===== src/rtl/dsp_logic_pipe.sv =====
// dsp_logic_pipe: elastic pipeline that applies a bitwise logic operation
// to operands a and b. The result is formed in stage 0 and carried
// unchanged through STAGES register stages, with a valid/ready handshake
// on both sides. Define DSP_LOGIC_PATDET_EN to add the registered 'zero'
// flag (result is all-zero) that travels alongside the result.
module dsp_logic_pipe #(
  parameter int WIDTH  = 48,
  parameter int STAGES = 2
) (
  input  logic             clock,
  input  logic             reset,
  input  logic             in_valid,
  output logic             in_ready,
  input  logic [2:0]       op,
  input  logic [WIDTH-1:0] a,
  input  logic [WIDTH-1:0] b,
  output logic             out_valid,
  input  logic             out_ready,
  output logic [WIDTH-1:0] y
`ifdef DSP_LOGIC_PATDET_EN
  ,
  output logic             zero
`endif
);

  // Parameter legality is checked while the design is elaborated.
  if (WIDTH < 1 || WIDTH > 48) begin : g_bad_width
    $error("dsp_logic_pipe: parameter WIDTH=%0d is outside the legal range 1..48", WIDTH);
  end
  if (STAGES < 1 || STAGES > 4) begin : g_bad_stages
    $error("dsp_logic_pipe: parameter STAGES=%0d is outside the legal range 1..4", STAGES);
  end

  typedef enum logic [2:0] {
    OP_AND   = 3'd0,
    OP_OR    = 3'd1,
    OP_XOR   = 3'd2,
    OP_XNOR  = 3'd3,
    OP_NAND  = 3'd4,
    OP_NOR   = 3'd5,
    OP_ANDN  = 3'd6,
    OP_ORN   = 3'd7
  } op_e;

  logic [STAGES-1:0] valid_q;
  logic [WIDTH-1:0]  data_q [STAGES];
  logic [STAGES-1:0] advance;
  logic [STAGES-1:0] load;
  logic [WIDTH-1:0]  result;
  logic              accept;

`ifdef DSP_LOGIC_PATDET_EN
  logic              zero_q [STAGES];
`endif

  // Stage-0 combinational logic unit.
  always_comb begin
    // NOTE: every path assigns result (default first), so no latch is inferred.
    result = '0;
    case (op_e'(op))
      OP_AND:  result = a & b;
      OP_OR:   result = a | b;
      OP_XOR:  result = a ^ b;
      OP_XNOR: result = ~(a ^ b);
      OP_NAND: result = ~(a & b);
      OP_NOR:  result = ~(a | b);
      OP_ANDN: result = a & ~b;
      OP_ORN:  result = a | ~b;
      default: result = '0;
    endcase
  end

  // Ready chain, walked from the output back to the input: a stage may
  // load when it is empty or when its own contents move on this cycle.
  always_comb begin
    advance = '0;
    load    = '0;
    advance[STAGES-1] = out_ready;
    load[STAGES-1]    = !valid_q[STAGES-1] || advance[STAGES-1];
    for (int k = STAGES - 2; k >= 0; k--) begin
      advance[k] = load[k+1];
      load[k]    = !valid_q[k] || advance[k];
    end
  end

  // Handshake outputs; both read 0 while reset is held low.
  assign in_ready  = reset && load[0];
  assign accept    = in_valid && in_ready;
  assign out_valid = reset && valid_q[STAGES-1];
  assign y         = data_q[STAGES-1];

  // Pipeline registers: valid bits follow the load enables, data only
  // moves when a real beat moves so an empty stage keeps its old value.
  always_ff @(posedge clock) begin
    if (!reset) begin
      // NOTE: the data stages are reset too, because y must read 0 after reset.
      valid_q <= '0;
      for (int k = 0; k < STAGES; k++) begin
        data_q[k] <= '0;
      end
    end else begin
      // NOTE: non-blocking assignments let every stage sample its neighbour's old value.
      if (load[0]) begin
        valid_q[0] <= accept;
        if (accept) data_q[0] <= result;
      end
      for (int k = 1; k < STAGES; k++) begin
        if (load[k]) begin
          valid_q[k] <= valid_q[k-1];
          if (valid_q[k-1]) data_q[k] <= data_q[k-1];
        end
      end
    end
  end

`ifdef DSP_LOGIC_PATDET_EN
  // All-zero flag, formed in stage 0 and shifted with the result.
  always_ff @(posedge clock) begin
    if (!reset) begin
      for (int k = 0; k < STAGES; k++) begin
        zero_q[k] <= 1'b0;
      end
    end else begin
      if (load[0] && accept) zero_q[0] <= (result == '0);
      for (int k = 1; k < STAGES; k++) begin
        if (load[k] && valid_q[k-1]) zero_q[k] <= zero_q[k-1];
      end
    end
  end

  assign zero = zero_q[STAGES-1];
`endif

endmodule


===== config.mk =====
export PLATFORM = sky130hd
export DESIGN_NAME = dsp_logic_pipe
export DESIGN_NICKNAME = d
export VERILOG_FILES = /design/src/rtl/dsp_logic_pipe.sv
export SDC_FILE = /design/constraint.sdc
export NUM_CORES = 1
export LEC_CHECK = 0
export CAP_MARGIN = 40
export CORE_MARGIN = 2
export CORE_UTILIZATION = 25
export CTS_CLUSTER_SIZE = 10
export DETAILED_ROUTE_END_ITERATION = 10
export GPL_ROUTABILITY_DRIVEN = 0
export SLEW_MARGIN = 20
export SYNTH_ARGS = -nofsm -noshare
export SYNTH_HDL_FRONTEND = slang
export SYNTH_SLANG_ARGS = --single-unit

===== constraint.sdc =====
create_clock -name clock -period 12.5 [get_ports clock]
set_clock_uncertainty 0.2 [all_clocks]
set_input_delay 1.25 -clock clock [delete_from_list [all_inputs] [get_ports clock]]
set_output_delay 1.25 -clock clock [all_outputs]
set_load 0.05 [all_outputs]

[Word level (Yosys, flattened, before mapping)]
Memories as Yosys holds them, arrays and structs flattened.
Index checks and enable logic that the tools add are counted.
Cells by class
  bitwise operators: 11
  equal/unequal tests: 7
  mux-type cells: 12
  reduce and logical (&&, ||, !) cells: 8
Operators by type and width (number)
  one-hot mux 48 bit (8 select lines): 1
  NOT 48 bit: 4
  bitwise AND 48 bit: 2
  two-way mux 48 bit: 2
  bitwise OR 48 bit: 2
  bitwise XOR 48 bit: 1
  == test 3 bit, second input constant: 4
  two-way mux 1 bit: 9
  == test 3 x 2 -> 1 bit, second input constant: 2
  == test 3 x 1 -> 1 bit, second input constant: 1
  logical AND 1 bit: 3
  zero test 3 bit: 1
  zero test 1 bit: 2
  logical OR 1 bit: 2
  bitwise OR 1 bit: 2
Word-level totals
  bits in registers: 2
  word-level logic and storage cells: 41
  memories kept: 1
  memory bits (writable): 96
Memories
  data_q: words 2, width 48, rd ports 2, clocked after Yosys merged registers in 0, write ports 2, line 46  | logic [WIDTH-1:0] data_q [STAGES];

[Depth between registers and ports, before layout]
Gate-level depths: netlist of the first run.
  depth after elaboration: 10
  mapped depth: 7
  gate-level depth less buffers: 6

[Least setup slack after synthesis of the first run]
Ideal clock, no wire load.
  path type: input -> register
  from: input out_ready
  to: memory data_q[1][0] (netlist: data_q[0][48]), enable pin
  arrival time: 4733 ps
  stages: 2
  path buffers: 0
  library setup time: 520 ps
  slack: 7047 ps
  cell sequence: nor2b_1 -> o21ai_0
RTL lines
  from (decl): line 18  | input logic out_ready,
  to (decl): line 46

[Worst setup path in the final report of the first run]
  from: input out_ready
  to: output in_ready
On the way
  cells in the longest elaborated chain, start to end: 3
RTL lines
  logical OR 1 bit: line 79  | load[STAGES-1] = !valid_q[STAGES-1] || advance[STAGES-1];
  logical OR 1 bit: line 82  | load[k] = !valid_q[k] || advance[k];
  logical AND 1 bit: line 87  | assign in_ready = reset && load[0];
  to (decl): line 13  | output logic in_ready,
Every way passes these cells.

==> impl_metrics.env, run 1 <==
export IMPL_syn_nets=1277
export IMPL_antenna_found_initial=0
export IMPL_power_frac_comb_pct=29.5
export IMPL_finalCriticalPeriod_ns=4.55
export IMPL_maxSlewHeadroom_pct=47.1
export IMPL_io_pins=153
export IMPL_cellPowerDensity_mw_per_mm2=86.2
export IMPL_ys_async_sr_fraction_pct=0
export IMPL_area_growth_pct=19.2
export IMPL_final_area_mm2=0.0114
export IMPL_ctsHoldBuffers=0
export IMPL_critPathLaunchType="input pin"
export IMPL_synthCells=982
export IMPL_clockRootBuffer="clkbuf_16"
export IMPL_endpoint_kind="output port"
export IMPL_fillCellCount=3937
export IMPL_die_h_um=199
export IMPL_numPortBuffers=152
export IMPL_avgSynthCellArea_um2=9.72
export IMPL_first_iter_violations=454
export IMPL_htreeDepth=3
export IMPL_final_max_slew_viol_count=0
export IMPL_final_util_pct=30.2
export IMPL_grt_start_max_net_pins=79
export IMPL_layout_worst_path_cycle_share_pct=36.4
export IMPL_crit_type="in2out"
export IMPL_path_cells="clkdlybuf4s50_1, nor2b_1, nand2_1, and2_1, clkdlybuf4s50_1"
export IMPL_cts_resized=0
export IMPL_final_antenna_net_count=0
export IMPL_ys_types=40
export IMPL_hold_viol_final=0
export IMPL_swShare_pct=32.3
export IMPL_p_leak_nw=4.89
export IMPL_clock_sink_count=98
export IMPL_finalSetupViolations=0
export IMPL_slowest_stage="clkdlybuf4s50_1"
export IMPL_initial_utilization_pct=25.3
export IMPL_rsz0062_at_grt="false"
export IMPL_synth_seq_cells=98
export IMPL_max_freq_ghz=0.220
export IMPL_fp_coreArea_mm2=0.0377
export IMPL_tightest_slew_ns=0.793
export IMPL_drive_gt1_share_pct=4.39
export IMPL_critPathTopFamily="buffers and inverters"
export IMPL_ys_flop_type="edfxtp_1"
export IMPL_power_total_mw=0.981
export IMPL_place_area_mm2=0.0111
export IMPL_via_per_inst=4.69
export IMPL_die_area_mm2=0.0398
export IMPL_cts_clk_slew_worst_paths_ns=0.07
export IMPL_hpwlAfterDp_mm=17.0
export IMPL_insertion_delay_ns=0.37
export IMPL_internal_power_mw=0.664
export IMPL_maxCapViolCount=0
export IMPL_grt_pass1_vias=7531
export IMPL_grt_util_all_layers_pct=12.9
export IMPL_num_rows=71
export IMPL_cts_made_buffers=9
export IMPL_crit_path_max_fanout=5
export IMPL_ir_drop_mv=0.0522
export IMPL_dr_pass1_iters=6
export IMPL_die_w_um=199
export IMPL_path_common_cell="clkdlybuf4s50_1"
export IMPL_p_clk_share_pct=29.5
export IMPL_cpPeakStageDelay_ns=0.69
export IMPL_seq_power_share_pct=41.0
export IMPL_worst_ep_arrival_time_ns=3.10
export IMPL_hold_slack_ns=0.317
export IMPL_synth_edff_count=96
export IMPL_tns_ns=0
export IMPL_wl_mm=25.0
export IMPL_post_cts_buffers=0
export IMPL_status="complete, no violations"
export IMPL_routed_via_count=7321
export IMPL_yosysSeqAreaShare_pct=30.6
export IMPL_critPathRequiredTime_ns=11.05
export IMPL_cts_tree="yes"
export IMPL_yosysWarnings=0
export IMPL_layout_nets=1339
export IMPL_cts_path_max_buffers=2
export IMPL_routedWlPerCell_um=16.1
export IMPL_post_route_drc_count=0
export IMPL_grt_pass1_wl_mm=39.2
export IMPL_antennaDiodeCount=0
export IMPL_p_sw_mw=0.317
export IMPL_synth_area_mm2=0.00955
export IMPL_path_buf_inv=2
export IMPL_grt_overflow=0
export IMPL_min_path_type="reg2reg"
## layer usage
layer | vias up | global-route usage [%] | routed length (um)
li1 | 3549 | - | -
met2 | 198 | 22.7 | 12100
met5 | - | 0 | 0
met4 | 0 | 6.09 | 604
met3 | 36 | 2.04 | 1100
met1 | 3538 | 15.3 | 11200
## per-stage QoR
step,setup WS (ns),instances
after global routing,7.79,1560
after detailed placement,7.92,1544
after floorplan,7.05,982
after global placement,7.93,1539
after CTS,7.93,1560
final,7.95,1560
## Yosys cell counts, types with 2 or more instances
cell / count / area (um^2)
ha_1: 192 / 2400
inv_1: 127 / 477
edfxtp_1: 96 / 2880
o21ai_0: 93 / 465
buf_4: 53 / 398
a21oi_1: 52 / 260
and2_1: 52 / 325
nand2_1: 48 / 180
mux2i_1: 41 / 410
a222oi_1: 40 / 400
o211ai_1: 28 / 210
clkbuf_1: 27 / 101
o21ai_1: 21 / 105
buf_2: 16 / 80.1
buf_6: 14 / 158
a32oi_1: 12 / 105
nor2b_1: 9 / 56.3
nand2b_1: 7 / 43.8
a221oi_1: 6 / 52.6
mux2_2: 6 / 67.6
nor3_1: 6 / 30.0
o22ai_1: 6 / 37.5
o221a_1: 5 / 56.3
clkbuf_2: 3 / 15.0
nor2_1: 3 / 11.3
a221oi_2: 2 / 30.0
dfxtp_1: 2 / 40.0
nand2_2: 2 / 12.5
nor4bb_1: 2 / 20.0
## final timing paths
kind	from	to	slack [ns]	depth (start not counted)
max	out_ready	in_ready	7.95	5
min	data_q[0][28]	data_q[0][76]	0.32	1
max reg2reg	valid_q[0]	data_q[0][0]	10.35	6
min reg2reg	data_q[0][28]	data_q[0][76]	0.32	1
## cell families after synthesis
family	Yosys count	synth area share, %
adder cells (fa/ha/maj)	192	25.2
flip-flops	98	30.6
multiplexers	47	5.01
buffers and inverters	242	13.2
AO/OA/AOI/OAI	270	18.5
AND/OR/NAND/NOR	133	7.48
## final cells by class
type	count	area, um^2	area share, %
inverters	127	477	4.19
clock buffers	12	236	2.08
well taps	511	639	5.62
flip-flops and latches	98	2920	25.7
clock inverters	4	42.5	0.374
multi-input cells	642	5390	47.4
repair buffers	166	1670	14.6
## state kept, by name (all words and copies together), names as in the netlist
register and cells:
valid_q 2, data_q 96
## power by group through the flow
| stage | combinational [mW] | clock [mW] | sequential [mW] |
|---|---|---|---|
| after floorplan | 0.202 | 0 | 0.407 |
| after global placement | 0.280 | 0 | 0.411 |
| after detailed placement | 0.291 | 0 | 0.410 |
| after CTS | 0.292 | 0.307 | 0.403 |
| after global routing | 0.320 | 0.312 | 0.405 |
| final | 0.289 | 0.289 | 0.402 |
## layout by cell type (no fill, tap or decap), types with 3 or more instances in the layout
cell type        instances
ha_1                   192
clkdlybuf4s50_1        149
inv_1                  127
edfxtp_1                96
o21ai_0                 92
a21oi_1                 52
and2_1                  51
nand2_1                 47
mux2i_1                 41
a222oi_1                40
o211ai_1                28
o21ai_1                 21
a32oi_1                 12
buf_4                   11
nor2b_1                  9
clkbuf_16                9
nand2b_1                 7
nor3_1                   6
mux2_2                   6
o22ai_1                  6
a221oi_1                 6
o221a_1                  5
clkbuf_1                 3
buf_12                   3
(Power assumes the default switching activity.)
==> run 2: changes to the inputs <==
==> constraint.sdc (replaced) <==
create_clock -name clock -period 3.79 [get_ports clock]
set_clock_uncertainty 0.2 [all_clocks]
set_input_delay 0.379 -clock clock [delete_from_list [all_inputs] [get_ports clock]]
set_output_delay 0.379 -clock clock [all_outputs]
set_load 0.05 [all_outputs]
==> run 2 against run 1 <==
Effect of this change: cell count rose by 0.13%; critical path depth did not move; sequential power rose to 3.3 times the previous value; design area barely moved; largest cell class unchanged; largest power group unchanged.
==> impl_metrics.env, run 2 (synthesis results as in run 1) <==
export IMPL_endpoint_kind="output port"
export IMPL_max_freq_ghz=0.356
export IMPL_ctsHoldBuffers=0
export IMPL_final_max_slew_viol_count=0
export IMPL_grt_pass1_vias=7210
export IMPL_dr_pass1_iters=8
export IMPL_die_h_um=199
export IMPL_clock_sink_count=98
export IMPL_clockRootBuffer="clkbuf_16"
export IMPL_rsz0062_at_grt="false"
export IMPL_wl_mm=24.8
export IMPL_min_path_type="reg2reg"
export IMPL_path_common_cell="clkdlybuf4s50_1"
export IMPL_ir_drop_mv=0.174
export IMPL_final_common_cell="ha_1"
export IMPL_via_per_inst=4.64
export IMPL_instances_no_fill=1562
export IMPL_p_leak_nw=4.90
export IMPL_pre_cts_slack_ns=0.977
export IMPL_path_cells="clkdlybuf4s50_1, nor2b_1, nand2_1, and2_1, clkdlybuf4s50_1"
export IMPL_layout_nets=1341
export IMPL_antennaDiodeCount=0
export IMPL_grt_start_max_net_pins=68
export IMPL_critPathLaunchType="input pin"
export IMPL_internal_power_mw=2.21
export IMPL_cts_tree="yes"
export IMPL_numPortBuffers=152
export IMPL_worst_ep_arrival_time_ns=2.23
export IMPL_crit_type="in2out"
export IMPL_die_area_mm2=0.0398
export IMPL_maxSlewHeadroom_pct=53.2
export IMPL_cellPowerDensity_mw_per_mm2=287
export IMPL_first_iter_violations=409
export IMPL_crit_path_max_fanout=5
export IMPL_maxCapViolCount=0
export IMPL_antenna_found_initial=0
export IMPL_tns_ns=0
export IMPL_grt_overflow=0
export IMPL_seq_power_share_pct=40.5
export IMPL_cts_resized=0
export IMPL_cts_clk_slew_worst_paths_ns=0.07
export IMPL_final_util_pct=30.2
export IMPL_die_w_um=199
export IMPL_slowest_stage="clkdlybuf4s50_1"
export IMPL_hpwlAfterDp_mm=17.0
export IMPL_grt_util_all_layers_pct=12.5
export IMPL_status="complete, no violations"
export IMPL_area_growth_pct=19.3
export IMPL_p_clk_share_pct=30.4
export IMPL_layout_common_cells="192 x ha_1, 149 x clkdlybuf4s50_1, 127 x inv_1"
export IMPL_top_register="data_q"
export IMPL_fin_ws_ns=0.979
export IMPL_finalSetupViolations=0
export IMPL_drive_gt1_share_pct=4.85
export IMPL_hold_viol_final=0
export IMPL_routed_via_count=7252
export IMPL_layout_worst_path_cycle_share_pct=74.2
export IMPL_fillCellCount=3956
export IMPL_num_rows=71
export IMPL_biggestRegsByFlops="data_q: 96 flops, valid_q: 2 flops"
export IMPL_htreeDepth=3
export IMPL_fp_coreArea_mm2=0.0377
export IMPL_grt_pass1_wl_mm=38.2
export IMPL_finalCriticalPeriod_ns=2.81
export IMPL_final_antenna_net_count=0
export IMPL_post_cts_buffers=0
export IMPL_post_route_drc_count=0
export IMPL_power_frac_comb_pct=29.1
export IMPL_p_sw_mw=1.06
export IMPL_initial_utilization_pct=25.3
export IMPL_cts_path_max_buffers=2
export IMPL_largest_register_ffs=96
export IMPL_io_pins=153
export IMPL_routedWlPerCell_um=15.9
export IMPL_insertion_delay_ns=0.36
export IMPL_post_place_cells=1546
export IMPL_cpPeakStageDelay_ns=0.70
export IMPL_critPathRequiredTime_ns=3.21
export IMPL_swShare_pct=32.4
export IMPL_power_total_mw=3.27
export IMPL_cts_made_buffers=9
export IMPL_tightest_slew_ns=0.702
run 2: cell count changes in the layout (fill, tap and decap cells not counted):
cell and delta:
buf_12 -1, buf_4 +5, buf_6 -1, buf_8 -1, clkbuf_1 -1, clkbuf_8 +1
clkinv_1 -2, clkinvlp_4 +1, inv_6 +1
run 2: cell type report:
| cell class | instances | area, um^2 | area share [%] |
|---|---|---|---|
| multi-input cells | 642 | 5390 | 47.4 |
| flip-flops and latches | 98 | 2920 | 25.7 |
| repair buffers | 168 | 1660 | 14.5 |
| well taps | 511 | 639 | 5.61 |
| inverters | 127 | 477 | 4.19 |
| clock buffers | 12 | 246 | 2.16 |
| clock inverters | 4 | 51.3 | 0.450 |
run 2: layer usage:
metal / part of all wire, % / vias up / GRT usage (%)
li1: - / 3544 / -
met5: 0 / - / 0
met2: 50 / 224 / 22.7
met3: 4.8 / 37 / 1.89
met4: 1.9 / 0 / 5.10
met1: 43 / 3447 / 14.6
run 2: worst max-delay path: cells and delay by family:
family / cells / cell delay [ns]
buffers and inverters: 2 / 1.10
AND/OR/NAND/NOR: 3 / 0.75
run 2: worst paths after layout:
path	startpoint	endpoint	slack [ns]	cells after the start
worst max-delay path	out_ready	in_ready	0.98	5
worst min-delay path	data_q[0][19]	data_q[0][67]	0.32	1
worst max register to register	valid_q[0]	data_q[0][47]	1.68	5
worst min register to register	data_q[0][19]	data_q[0][67]	0.32	1
run 2: power by group through the flow:
stage          registers, mW  clock network [mW]  logic (mW)
6_report                1.32               0.996       0.951
5_1_grt                 1.34                1.07        1.05
4_1_cts                 1.33                1.03       0.961
3_5_place_dp            1.35                   0       0.958
3_3_place_gp            1.35                   0       0.930
2_1_floorplan           1.34                   0       0.665
run 2: stage by stage:
step | hold WS, ns | cell area (um^2)
2_1_floorplan | 0.297 | 9550
3_3_place_gp | 0.300 | 11100
3_5_place_dp | 0.302 | 11100
4_1_cts | 0.322 | 11400
5_1_grt | 0.345 | 11400
6_report | 0.321 | 11400
==> run 3: changes to the inputs <==
==> constraint.sdc (replaced) <==
create_clock -name clock -period 2.35 [get_ports clock]
set_clock_uncertainty 0.2 [all_clocks]
set_input_delay 0.235 -clock clock [delete_from_list [all_inputs] [get_ports clock]]
set_output_delay 0.235 -clock clock [all_outputs]
set_load 0.05 [all_outputs]
==> run 3 against run 2 <==
Effect of this change: design area up 1.6%; sequential power increased by 61%; combinational power increased by 66%; critical path depth decreased by 1; die area stayed put; worst setup slack got worse by 0.70 ns; clock power rose by 59%; critical endpoint unchanged.
==> impl_metrics.env, run 3 (synthesis results as in run 1) <==
export IMPL_cts_resized=0
export IMPL_htreeDepth=3
export IMPL_critPathLaunchType="flip-flop"
export IMPL_top_layer="met4"
export IMPL_cts_made_buffers=9
export IMPL_tightest_slew_ns=0.731
export IMPL_fp_coreArea_mm2=0.0377
export IMPL_wl_met2_mm=12.2
export IMPL_post_route_drc_count=0
export IMPL_hpwlAfterDp_mm=17.0
export IMPL_layout_worst_path_cycle_share_pct=88.3
export IMPL_top_register="data_q"
export IMPL_cts_path_max_buffers=2
export IMPL_clockRootBuffer="clkbuf_16"
export IMPL_r2r_start="valid_q[1]"
export IMPL_antennaDiodeCount=0
export IMPL_wl_mm=25.2
export IMPL_ir_drop_mv=0.356
export IMPL_drive_gt1_share_pct=5.95
export IMPL_ctsHoldBuffers=0
export IMPL_final_max_slew_viol_count=0
export IMPL_via_per_inst=4.72
export IMPL_biggestRegsByFlops="data_q: 96 flops, valid_q: 2 flops"
export IMPL_place_area_mm2=0.0113
export IMPL_max_freq_ghz=0.482
export IMPL_p_leak_nw=4.99
export IMPL_grt_util_all_layers_pct=12.8
export IMPL_endpoint_kind="output port"
export IMPL_worstHoldStart="data_q[0][2]"
export IMPL_clock_sink_count=98
export IMPL_finalSetupViolations=0
export IMPL_numPortBuffers=152
export IMPL_post_place_cells=1554
export IMPL_num_rows=71
export IMPL_maxSlewHeadroom_pct=51.3
export IMPL_layout_common_cells="192 x ha_1, 146 x clkdlybuf4s50_1, 127 x inv_1"
export IMPL_initial_utilization_pct=25.3
export IMPL_min_path_type="reg2reg"
export IMPL_post_cts_buffers=0
export IMPL_first_iter_violations=569
export IMPL_die_h_um=199
export IMPL_instances_no_fill=1569
export IMPL_antenna_found_initial=0
export IMPL_crit_type="reg2out"
export IMPL_grt_pass1_vias=7439
export IMPL_cellPowerDensity_mw_per_mm2=458
export IMPL_routedWlPerCell_um=16.1
export IMPL_layout_nets=1349
export IMPL_grt_pass1_wl_mm=39.3
export IMPL_rsz0062_at_grt="false"
export IMPL_final_area_mm2=0.0116
export IMPL_die_area_mm2=0.0398
export IMPL_dr_pass1_iters=8
export IMPL_met1Wirelength_mm=11.3
export IMPL_die_w_um=199
export IMPL_pre_cts_slack_ns=0.0985
export IMPL_worst_ep_arrival_time_ns=1.64
export IMPL_crit_start="valid_q[1]"
export IMPL_area_growth_pct=21.2
export IMPL_tns_ns=0
export IMPL_routed_via_count=7407
export IMPL_hold_viol_final=0
export IMPL_largest_register_ffs=96
export IMPL_crit_path_max_fanout=5
export IMPL_grt_start_max_net_pins=55
export IMPL_critPathRequiredTime_ns=1.91
export IMPL_maxCapViolCount=0
export IMPL_cts_clk_slew_worst_paths_ns=0.08
export IMPL_final_common_cell="ha_1"
export IMPL_status="complete, no violations"
export IMPL_insertion_delay_ns=0.35
export IMPL_grt_overflow=0
export IMPL_fin_ws_ns=0.276
export IMPL_io_pins=153
export IMPL_cts_tree="yes"
export IMPL_final_antenna_net_count=0
export IMPL_finalCriticalPeriod_ns=2.07
export IMPL_dr_wl_met3_mm=1.36
## run 3: cell count changes in the layout (fill, tap and decap cells not counted), sizes merged
cell,delta
clkdlybuf4s50,-3
clkbuf,-3
clkinv,+1
clkinvlp,+1
buf,+11
## run 3: layout make-up
class	instances	area [um^2]
fill	3921	26100
multi-input combinational	642	5390
sequential	98	2920
timing repair buffer	176	1840
tap	511	639
inverter	127	477
clock buffer	9	225
clock inverter	6	67.6
## run 3: power by group
part	internal [mW]	total [mW]	switching (mW)	leakage [nW]
Clock	0.827	1.58	0.750	0.138
Combinational	0.648	1.58	0.935	3.80
Sequential	2.09	2.13	0.0406	1.05
Total	3.57	5.29	1.73	4.99
## run 3: per-stage QoR
stage	hold slack [ns]	utilization [%]	power [mW]
3_3_place_gp	0.300	29.8	3.72
6_report	0.315	30.7	5.29
3_5_place_dp	0.304	29.9	3.77
4_1_cts	0.319	30.7	5.38
2_1_floorplan	0.153	-	3.23
5_1_grt	0.339	30.7	5.59
## run 3: path summary, 6_finish.rpt
| path | end | slack [ns] | cells after the start |
|---|---|---|---|
| max | in_ready | 0.28 | 4 |
| min | data_q[0][50] | 0.31 | 1 |
| max reg2reg | data_q[0][8] | 0.52 | 5 |
| min reg2reg | data_q[0][50] | 0.31 | 1 |
## run 3: worst max-delay path: stages (launching register included)
cell,delay (ns)
dfxtp_1,0.32
nor2b_1,0.47
nand2_1,0.14
and2_1,0.18
buf_4,0.18
## run 3: metal layers
layer	GRT usage (%)	vias to the layer above
met4	4.17	0
met2	22.2	259
li1	-	3555
met1	16.2	3572
met5	0	-
met3	1.76	21
